==> src/rtl/nx_axbs_arb_pkg.sv <==
// nx_axbs_arb_pkg
//   Shared types and constants for the nx_axbs_arb multiplier scheduler.
//   arb_state_e : drain/quiesce FSM states
//   STATS_W     : width of each per-requester grant counter (stats build only)
package nx_axbs_arb_pkg;

    localparam int STATS_W = 16;

    typedef enum logic [1:0] {
        RUN    = 2'd0,
        DRAIN  = 2'd1,
        HALTED = 2'd2
    } arb_state_e;

endpackage

==> src/rtl/nx_axbs_core.sv <==
// nx_axbs_core
//   Signed multiplier pipeline, CORE_LAT register stages from din to dout.
//   Data registers carry no reset; the caller qualifies dout with its own valid.
// Ports:
//   clk          : clock
//   din_a, din_b : signed operands (two's complement)
//   dout         : full-precision signed product, CORE_LAT cycles after din
module nx_axbs_core #(
    parameter int SIZE_A   = 15,
    parameter int SIZE_B   = 15,
    parameter int CORE_LAT = 6
) (
    input  logic                            clk,
    input  logic        [SIZE_A-1:0]        din_a,
    input  logic        [SIZE_B-1:0]        din_b,
    output logic signed [SIZE_A+SIZE_B-1:0] dout
);

    localparam int PW = SIZE_A + SIZE_B;

    logic signed [PW-1:0] w_a;
    logic signed [PW-1:0] w_b;
    logic signed [PW-1:0] w_prod;
    logic signed [PW-1:0] r_p [CORE_LAT];

    assign w_a    = PW'($signed(din_a));
    assign w_b    = PW'($signed(din_b));
    assign w_prod = w_a * w_b;

    always_ff @(posedge clk) begin
        r_p[0] <= w_prod;
        for (int i = 1; i < CORE_LAT; i++) begin
            r_p[i] <= r_p[i-1];
        end
    end

    assign dout = r_p[CORE_LAT-1];

endmodule

==> src/rtl/nx_rr_arb.sv <==
// nx_rr_arb
//   Round-robin arbiter. The search for a requester starts at the pointer;
//   when a grant is taken the pointer moves to the position after the winner.
// Ports:
//   clk, rst_n : clock, async active-low reset (pointer returns to 0)
//   i_req      : request vector
//   i_adv      : grant was consumed this cycle, advance the pointer
//   o_grant    : one-hot grant (all zero when nothing requests)
//   o_ptr      : current pointer position
module nx_rr_arb #(
    parameter int NUM_REQ = 4
) (
    input  logic                       clk,
    input  logic                       rst_n,
    input  logic [NUM_REQ-1:0]         i_req,
    input  logic                       i_adv,
    output logic [NUM_REQ-1:0]         o_grant,
    output logic [$clog2(NUM_REQ)-1:0] o_ptr
);

    localparam int PW = $clog2(NUM_REQ);

    logic [PW-1:0] r_ptr;
    logic [PW-1:0] w_idx;
    logic          w_found;

    always_comb begin
        o_grant = '0;
        w_idx   = '0;
        w_found = 1'b0;
        for (int k = 0; k < NUM_REQ; k++) begin
            if (!w_found && i_req[(int'(r_ptr) + k) % NUM_REQ]) begin
                w_found = 1'b1;
                w_idx   = PW'((int'(r_ptr) + k) % NUM_REQ);
                o_grant[(int'(r_ptr) + k) % NUM_REQ] = 1'b1;
            end
        end
    end

    always_ff @(posedge clk or negedge rst_n) begin
        if (!rst_n) begin
            r_ptr <= '0;
        end else if (i_adv && w_found) begin
            r_ptr <= (w_idx == PW'(NUM_REQ - 1)) ? '0 : w_idx + 1'b1;
        end
    end

    assign o_ptr = r_ptr;

endmodule

==> src/rtl/nx_axbs_arb.sv <==
// nx_axbs_arb
//   Round-robin scheduler sharing one nx_axbs_core multiplier among NUM_REQ
//   requesters. One operand pair is issued per cycle; a valid/tag pipe of
//   depth CORE_LAT+1 steers each product back to the requester that issued it.
//   A drain interface stops issue and reports when the pipe is empty.
// Build option:
//   NX_AXBS_ARB_STATS_EN : adds grant_cnt, one 16-bit saturating accept
//                          counter per requester (cleared only by rst_n).
// Ports:
//   clk, rst_n        : clock, async active-low reset
//   req_valid/ready   : per-requester handshake, at most one ready bit set
//   req_a, req_b      : packed operands, requester i in slice i
//   res_valid         : one-hot result strobe, no backpressure
//   res_data          : signed product shared by all requesters
//   drain_req         : level, stop issuing and empty the pipe
//   drain_done        : one-cycle pulse when the pipe is seen empty while draining
//   busy              : at least one product in flight
//
// state  | meaning
// RUN    | normal issue
// DRAIN  | no issue, waiting for in-flight products to retire
// HALTED | pipe empty, held until drain_req drops
module nx_axbs_arb
    import nx_axbs_arb_pkg::*;
#(
    parameter int NUM_REQ  = 4,
    parameter int SIZE_A   = 15,
    parameter int SIZE_B   = 15,
    parameter int CORE_LAT = 6
) (
    input  logic                            clk,
    input  logic                            rst_n,
    input  logic        [NUM_REQ-1:0]       req_valid,
    output logic        [NUM_REQ-1:0]       req_ready,
    input  logic        [NUM_REQ*SIZE_A-1:0] req_a,
    input  logic        [NUM_REQ*SIZE_B-1:0] req_b,
    output logic        [NUM_REQ-1:0]       res_valid,
    output logic signed [SIZE_A+SIZE_B-1:0] res_data,
    input  logic                            drain_req,
    output logic                            drain_done,
    output logic                            busy
`ifdef NX_AXBS_ARB_STATS_EN
    ,
    output logic [NUM_REQ*STATS_W-1:0]      grant_cnt
`endif
);

    localparam int PW = $clog2(NUM_REQ);
    localparam int IW = $clog2(CORE_LAT + 2);
    localparam int PD = CORE_LAT + 1;

    arb_state_e                     r_state;
    logic [NUM_REQ-1:0]             w_grant;
    logic [PW-1:0]                  w_ptr_unused;
    logic [PW-1:0]                  w_gidx;
    logic                           w_issue_ok;
    logic                           w_accept;
    logic                           w_res;
    logic [SIZE_A-1:0]              r_a;
    logic [SIZE_B-1:0]              r_b;
    logic signed [SIZE_A+SIZE_B-1:0] w_dout;
    logic [PD-1:0]                  r_vld;
    logic [PW-1:0]                  r_tag [PD];
    logic [IW-1:0]                  r_inflight;

    // Pointer is visible for debug only; nothing here consumes it.
    nx_rr_arb #(.NUM_REQ(NUM_REQ)) u_rr (
        .clk     (clk),
        .rst_n   (rst_n),
        .i_req   (req_valid),
        .i_adv   (w_accept),
        .o_grant (w_grant),
        .o_ptr   (w_ptr_unused)
    );

    // rst_n gates ready so nothing is granted while reset is held.
    assign w_issue_ok = rst_n && (r_state == RUN) && !drain_req;
    assign req_ready  = w_issue_ok ? w_grant : '0;
    assign w_accept   = |req_ready;

    always_comb begin
        w_gidx = '0;
        for (int k = 0; k < NUM_REQ; k++) begin
            if (w_grant[k]) begin
                w_gidx = PW'(k);
            end
        end
    end

    // Core input stage: not reset, masked downstream by the valid pipe.
    always_ff @(posedge clk) begin
        if (w_accept) begin
            r_a <= req_a[int'(w_gidx)*SIZE_A +: SIZE_A];
            r_b <= req_b[int'(w_gidx)*SIZE_B +: SIZE_B];
        end
    end

    nx_axbs_core #(
        .SIZE_A   (SIZE_A),
        .SIZE_B   (SIZE_B),
        .CORE_LAT (CORE_LAT)
    ) u_core (
        .clk   (clk),
        .din_a (r_a),
        .din_b (r_b),
        .dout  (w_dout)
    );

    always_ff @(posedge clk or negedge rst_n) begin
        if (!rst_n) begin
            r_vld <= '0;
            for (int i = 0; i < PD; i++) begin
                r_tag[i] <= '0;
            end
        end else begin
            r_vld    <= {r_vld[PD-2:0], w_accept};
            r_tag[0] <= w_gidx;
            for (int i = 1; i < PD; i++) begin
                r_tag[i] <= r_tag[i-1];
            end
        end
    end

    assign w_res = r_vld[PD-1];

    always_comb begin
        res_valid = '0;
        if (w_res) begin
            res_valid[r_tag[PD-1]] = 1'b1;
        end
    end

    // Masking keeps the unreset core data off the output outside a strobe.
    assign res_data = w_res ? w_dout : '0;

    always_ff @(posedge clk or negedge rst_n) begin
        if (!rst_n) begin
            r_inflight <= '0;
        end else begin
            case ({w_accept, w_res})
                2'b10:   r_inflight <= r_inflight + 1'b1;
                2'b01:   r_inflight <= r_inflight - 1'b1;
                default: r_inflight <= r_inflight;
            endcase
        end
    end

    assign busy = (r_inflight != '0);

    always_ff @(posedge clk or negedge rst_n) begin
        if (!rst_n) begin
            r_state <= RUN;
        end else begin
            case (r_state)
                RUN:     if (drain_req) r_state <= DRAIN;
                DRAIN:   if (!drain_req) r_state <= RUN;
                         else if (r_inflight == '0) r_state <= HALTED;
                HALTED:  if (!drain_req) r_state <= RUN;
                default: r_state <= RUN;
            endcase
        end
    end

    // Decoded from state so the pulse lands in the first cycle the pipe is
    // seen empty, i.e. the cycle after the last strobe, never alongside one.
    assign drain_done = (r_state == DRAIN) && drain_req && (r_inflight == '0);

`ifdef NX_AXBS_ARB_STATS_EN
    for (genvar g = 0; g < NUM_REQ; g++) begin : g_stats
        logic [STATS_W-1:0] r_cnt;
        always_ff @(posedge clk or negedge rst_n) begin
            if (!rst_n) begin
                r_cnt <= '0;
            end else if (req_ready[g] && (r_cnt != '1)) begin
                r_cnt <= r_cnt + 1'b1;
            end
        end
        assign grant_cnt[g*STATS_W +: STATS_W] = r_cnt;
    end
`endif

endmodule

==> config.mk <==
export PLATFORM = sky130hd
export DESIGN_NAME = nx_axbs_arb
export DESIGN_NICKNAME = d
export VERILOG_FILES = /design/src/rtl/nx_axbs_arb_pkg.sv /design/src/rtl/nx_axbs_core.sv /design/src/rtl/nx_rr_arb.sv /design/src/rtl/nx_axbs_arb.sv
export SDC_FILE = /design/constraint.sdc
export NUM_CORES = 1
export LEC_CHECK = 0
export ABC_CLOCK_PERIOD_IN_PS = 10600
export CORE_MARGIN = 5
export CORE_UTILIZATION = 62
export CTS_CLUSTER_SIZE = 30
export DETAILED_ROUTE_END_ITERATION = 8
export PLACE_DENSITY = 0.83
export REMOVE_ABC_BUFFERS = 1
export SLEW_MARGIN = 20
export SYNTH_ARGS = -nofsm -noshare
export SYNTH_HDL_FRONTEND = slang
export SYNTH_SLANG_ARGS = --single-unit
==> constraint.sdc <==
create_clock -name clk -period 10.6 [get_ports clk]
set_input_delay 2.12 -clock clk [delete_from_list [all_inputs] [get_ports clk]]
set_output_delay 2.12 -clock clk [all_outputs]
set_load 0.02 [all_outputs]
==> impl_results.html <==
<table>
<tr><th>Metric</th><th>Value</th></tr>
<tr><th colspan="2">Floorplanning</th></tr>
<tr><td>Number of top-level pins</td><td>167</td></tr>
<tr><td>Placement Rows</td><td>57</td></tr>
<tr><td>Overall die area</td><td>28200 sq um</td></tr>
<tr><td>Initial cell density of the core</td><td>63.3%</td></tr>
<tr><td>Core outline area</td><td>24400 sq um</td></tr>
<tr><td>Overall die width</td><td>168 um</td></tr>
<tr><td>Die Span Y</td><td>168 um</td></tr>
<tr><th colspan="2">Cells and area</th></tr>
<tr><td>Diodes inserted</td><td>0</td></tr>
<tr><td>Final layout net count</td><td>1977</td></tr>
<tr><td>Area growth, synth to finish</td><td>16.6%</td></tr>
<tr><td>Register cell area after layout</td><td>5200 sq um</td></tr>
<tr><td>Share of cells above drive strength 1</td><td>3.67%</td></tr>
<tr><td>Filler Cell Count</td><td>1714</td></tr>
<tr><td>Total area of multi-input combinational cells</td><td>9010 sq um</td></tr>
<tr><td>Non-Filler Cell Area, Final</td><td>18000 sq um</td></tr>
<tr><td>Finished Core Util</td><td>73.8%</td></tr>
<tr><th colspan="2">Worst hold path</th></tr>
<tr><td>Worst Min Path Start</td><td>u_core.r_p[2][12]</td></tr>
<tr><td>Worst hold path type</td><td>flop to flop</td></tr>
<tr><th colspan="2">Placed design</th></tr>
<tr><td>Routability Congestion</td><td>0.948</td></tr>
<tr><td>Post-detailed-placement cell area</td><td>17300 sq um</td></tr>
<tr><td>Place WS</td><td>3380 ps</td></tr>
<tr><td>Number of buffer cells added on primary ports</td><td>166</td></tr>
<tr><td>Post-DP HPWL</td><td>23500 um</td></tr>
<tr><th colspan="2">Critical path</th></tr>
<tr><td>Cell chain of the critical path</td><td>clkdlybuf4s50_1, mux2i_1, mux2i_1, nor2b_1, a2bb2oi_2, buf_4, nor2_1, clkdlybuf4s50_1</td></tr>
<tr><td>CP delay by family, top</td><td>buffers and inverters</td></tr>
<tr><td>Crit path DAT</td><td>5130 ps</td></tr>
<tr><td>Buf/Inv on CP</td><td>3</td></tr>
<tr><td>CP Launch Point</td><td>req_valid[3]</td></tr>
<tr><td>Maximum single-stage delay on the critical path</td><td>730 ps</td></tr>
<tr><td>Launch point of the worst reg-to-reg path</td><td>r_b[6]</td></tr>
<tr><td>Crit path kind</td><td>input port to output port</td></tr>
<tr><td>Startpoint type of the worst setup path</td><td>input port</td></tr>
<tr><td>Critical path endpoint category</td><td>output port</td></tr>
<tr><td>WP data required</td><td>8480 ps</td></tr>
<tr><td>Largest fanout of any net on the critical path</td><td>33</td></tr>
<tr><td>Worst-path cell with the longest stage delay</td><td>mux2i_1</td></tr>
<tr><th colspan="2">Yosys</th></tr>
<tr><td>Cells after synthesis</td><td>1398</td></tr>
<tr><td>Top FF cell, synth</td><td>dfxtp_1</td></tr>
<tr><td>Distinct cells, synth</td><td>68</td></tr>
<tr><td>Sequential-to-total area share from yosys stat</td><td>33.7%</td></tr>
<tr><td>Average cell area after synthesis</td><td>11.0 sq um</td></tr>
<tr><td>Number of warnings issued by yosys</td><td>0</td></tr>
<tr><td>Post-synth EDFFs</td><td>30</td></tr>
<tr><td>Register bit total from synthesis</td><td>238</td></tr>
<tr><td>Fraction of registers with async set or reset after synthesis</td><td>11.8%</td></tr>
<tr><td>Mapped Area</td><td>15400 sq um</td></tr>
<tr><th colspan="2">Clock tree</th></tr>
<tr><td>CTS max path bufs</td><td>3</td></tr>
<tr><td>H-tree levels</td><td>1</td></tr>
<tr><td>Total of cells resized after clock tree synthesis</td><td>0</td></tr>
<tr><td>Total clock buffers created by CTS</td><td>23</td></tr>
<tr><td>Clock tree from TritonCTS</td><td>done</td></tr>
<tr><td>Total clock sinks</td><td>238</td></tr>
<tr><td>Buffers inserted during post-CTS setup optimization</td><td>0</td></tr>
<tr><td>Post-CTS Hold Buffers</td><td>0</td></tr>
<tr><td>CTS Root Cell</td><td>clkbuf_16</td></tr>
<tr><td>Post-CTS clock slew at the launch and capture registers of the worst setup and hold paths</td><td>60 ps</td></tr>
<tr><td>Worst-skew pair later-pin latency</td><td>500 ps</td></tr>
<tr><th colspan="2">Timing</th></tr>
<tr><td>RSZ-0062 raised after global routing</td><td>false</td></tr>
<tr><td>Setup violators final</td><td>0</td></tr>
<tr><td>Fin Clk Skew</td><td>10.2 ps</td></tr>
<tr><td>Least-Margin Pin Slew</td><td>939 ps</td></tr>
<tr><td>Final-report hold violation count</td><td>0</td></tr>
<tr><td>Post-route fraction of the period consumed by the critical path</td><td>68.4%</td></tr>
<tr><td>Max Transition Viols Final</td><td>0</td></tr>
<tr><td>Worst relative slew slack</td><td>35.6%</td></tr>
<tr><td>Final setup margin</td><td>3350 ps</td></tr>
<tr><td>Post-Route Setup TNS</td><td>0 ps</td></tr>
<tr><td>Minimum period implied by the final worst setup slack</td><td>7250 ps</td></tr>
<tr><td>FMAX</td><td>0.138 GHz</td></tr>
<tr><th colspan="2">Job</th></tr>
<tr><td>Number of maximum-capacitance constraint violations</td><td>0</td></tr>
<tr><th colspan="2">Route</th></tr>
<tr><td>Count of antenna-violating nets left after detailed routing</td><td>0</td></tr>
<tr><td>Drt total wl</td><td>29500 um</td></tr>
<tr><td>Drt initial violations</td><td>458</td></tr>
<tr><td>Count of unresolved DRC violations after routing</td><td>0</td></tr>
<tr><td>Detail-routed via count per cell</td><td>5.28</td></tr>
<tr><td>Vias post-DR</td><td>9930</td></tr>
<tr><td>Drt wl/cell</td><td>15.7 um</td></tr>
<tr><td>DR pass1 iterations</td><td>4</td></tr>
<tr><th colspan="2">Global route</th></tr>
<tr><td>First-pass GRT wire length</td><td>50700 um</td></tr>
<tr><td>Total gr overflow</td><td>0</td></tr>
<tr><td>Maximum number of pins on one net before global-route repair</td><td>36</td></tr>
<tr><td>Vias in the first global route</td><td>10653</td></tr>
<tr><td>Number of antenna violations at the first check in global routing</td><td>0</td></tr>
<tr><td>Tot GR Track Use</td><td>21.7%</td></tr>
<tr><th colspan="2">Run status</th></tr>
<tr><td>Run status</td><td>complete, no violations</td></tr>
</table>
-- layout make-up --
type	instances	share of cell area, %
well taps	324	2.25
clock inverters	10	0.542
clock buffers	30	3.51
inverters	258	5.38
flip-flops and latches	238	28.9
multi-input cells	850	50.1
repair buffers	169	9.35
-- cell families (layout without fill, tap and decap cells) --
group / count (synthesis) / count (layout) / share of synthesized area (%)
mux: 12 / 12 / 0.956
xor+xnor: 36 / 36 / 2.04
fa+ha+maj: 310 / 310 / 36.0
simple gates: 338 / 338 / 11.2
compound gates: 154 / 154 / 8.24
flops: 238 / 238 / 33.7
buf+inv: 310 / 467 / 7.92
-- state kept, by name, summed over array words and instances (netlist names), named ones only --
| name | count |
|---|---|
| r_vld | 7 |
| r_b | 15 |
| u_core.r_p | 180 |
| r_tag | 14 |
| r_a | 15 |
| u_rr.o_ptr | 1 |
| r_inflight | 3 |
| r_state | 2 |
-- layout by cell type, fill, tap and decap left out, types with 11 or more instances in the layout --
cell | synthesis | routed
and2_1 | 135 | 135
dfxtp_1 | 180 | 180
nor2_1 | 39 | 39
xnor2_1 | 30 | 30
clkdlybuf4s50_1 | 0 | 166
ha_1 | 87 | 87
o22a_1 | 30 | 30
a21o_1 | 11 | 11
clkbuf_16 | 0 | 23
a21oi_1 | 25 | 25
o221a_1 | 30 | 30
inv_1 | 257 | 257
fa_1 | 223 | 223
edfxtp_1 | 30 | 30
nand2_1 | 125 | 125
dfrtp_1 | 28 | 28
o21ai_0 | 12 | 12
-- synthesized netlist by cell type (all sizes together), types with 28 or more instances --
cell	count	share of area (%)
nand2	126	3.1
o221a	30	2.2
dfxtp	180	23
fa	223	29
nor2	39	0.95
clkbuf	37	0.90
xnor2	30	1.7
edfxtp	30	5.8
inv	258	6.3
o22a	31	1.8
and2	135	5.5
ha	87	7.0
dfrtp	28	4.5
-- final timing paths --
path	cells after the start	end	slack [ps]
min	0	u_core.r_p[3][12]	320
max in group asynchronous	2	r_tag[3]	8340
min reg2reg	0	u_core.r_p[3][12]	320
max	8	req_ready[3]	3350
max reg2reg	21	u_core.r_p[0][24]	4100
min in group asynchronous	2	r_state[1]	1980
-- through the flow --
| stage | hold WS, ps | instances |
|---|---|---|
| 5_1_grt | 330 | 1879 |
| 3_5_place_dp | 312 | 1839 |
| 6_report | 322 | 1879 |
| 4_1_cts | 325 | 1879 |
| 3_3_place_gp | 310 | 1839 |
| 2_1_floorplan | 310 | 1346 |
-- worst reg2reg max path, delay by kind of cell (launching register included) --
family                   cells  cell delay [ps]
AND/OR/NAND/NOR              5              960
adder cells (fa/ha/maj)      7             3380
multiplexers                 1              240
buffers and inverters        5              250
flip-flops                   1              780
AO/OA/AOI/OAI                3              730
-- per-layer routing --
metal / global-route usage [%] / up-vias / share of wire, %
li1: - / 4654 / -
met1: 29.7 / 4842 / 42
met2: 35.6 / 383 / 47
met3: 4.99 / 51 / 9.5
met4: 5.36 / 0 / 1.9
met5: 0 / - / 0
Power is left out: the tool's default activity adds up to more than one toggle a clock period on the data nets, which glitch-free logic cannot reach.
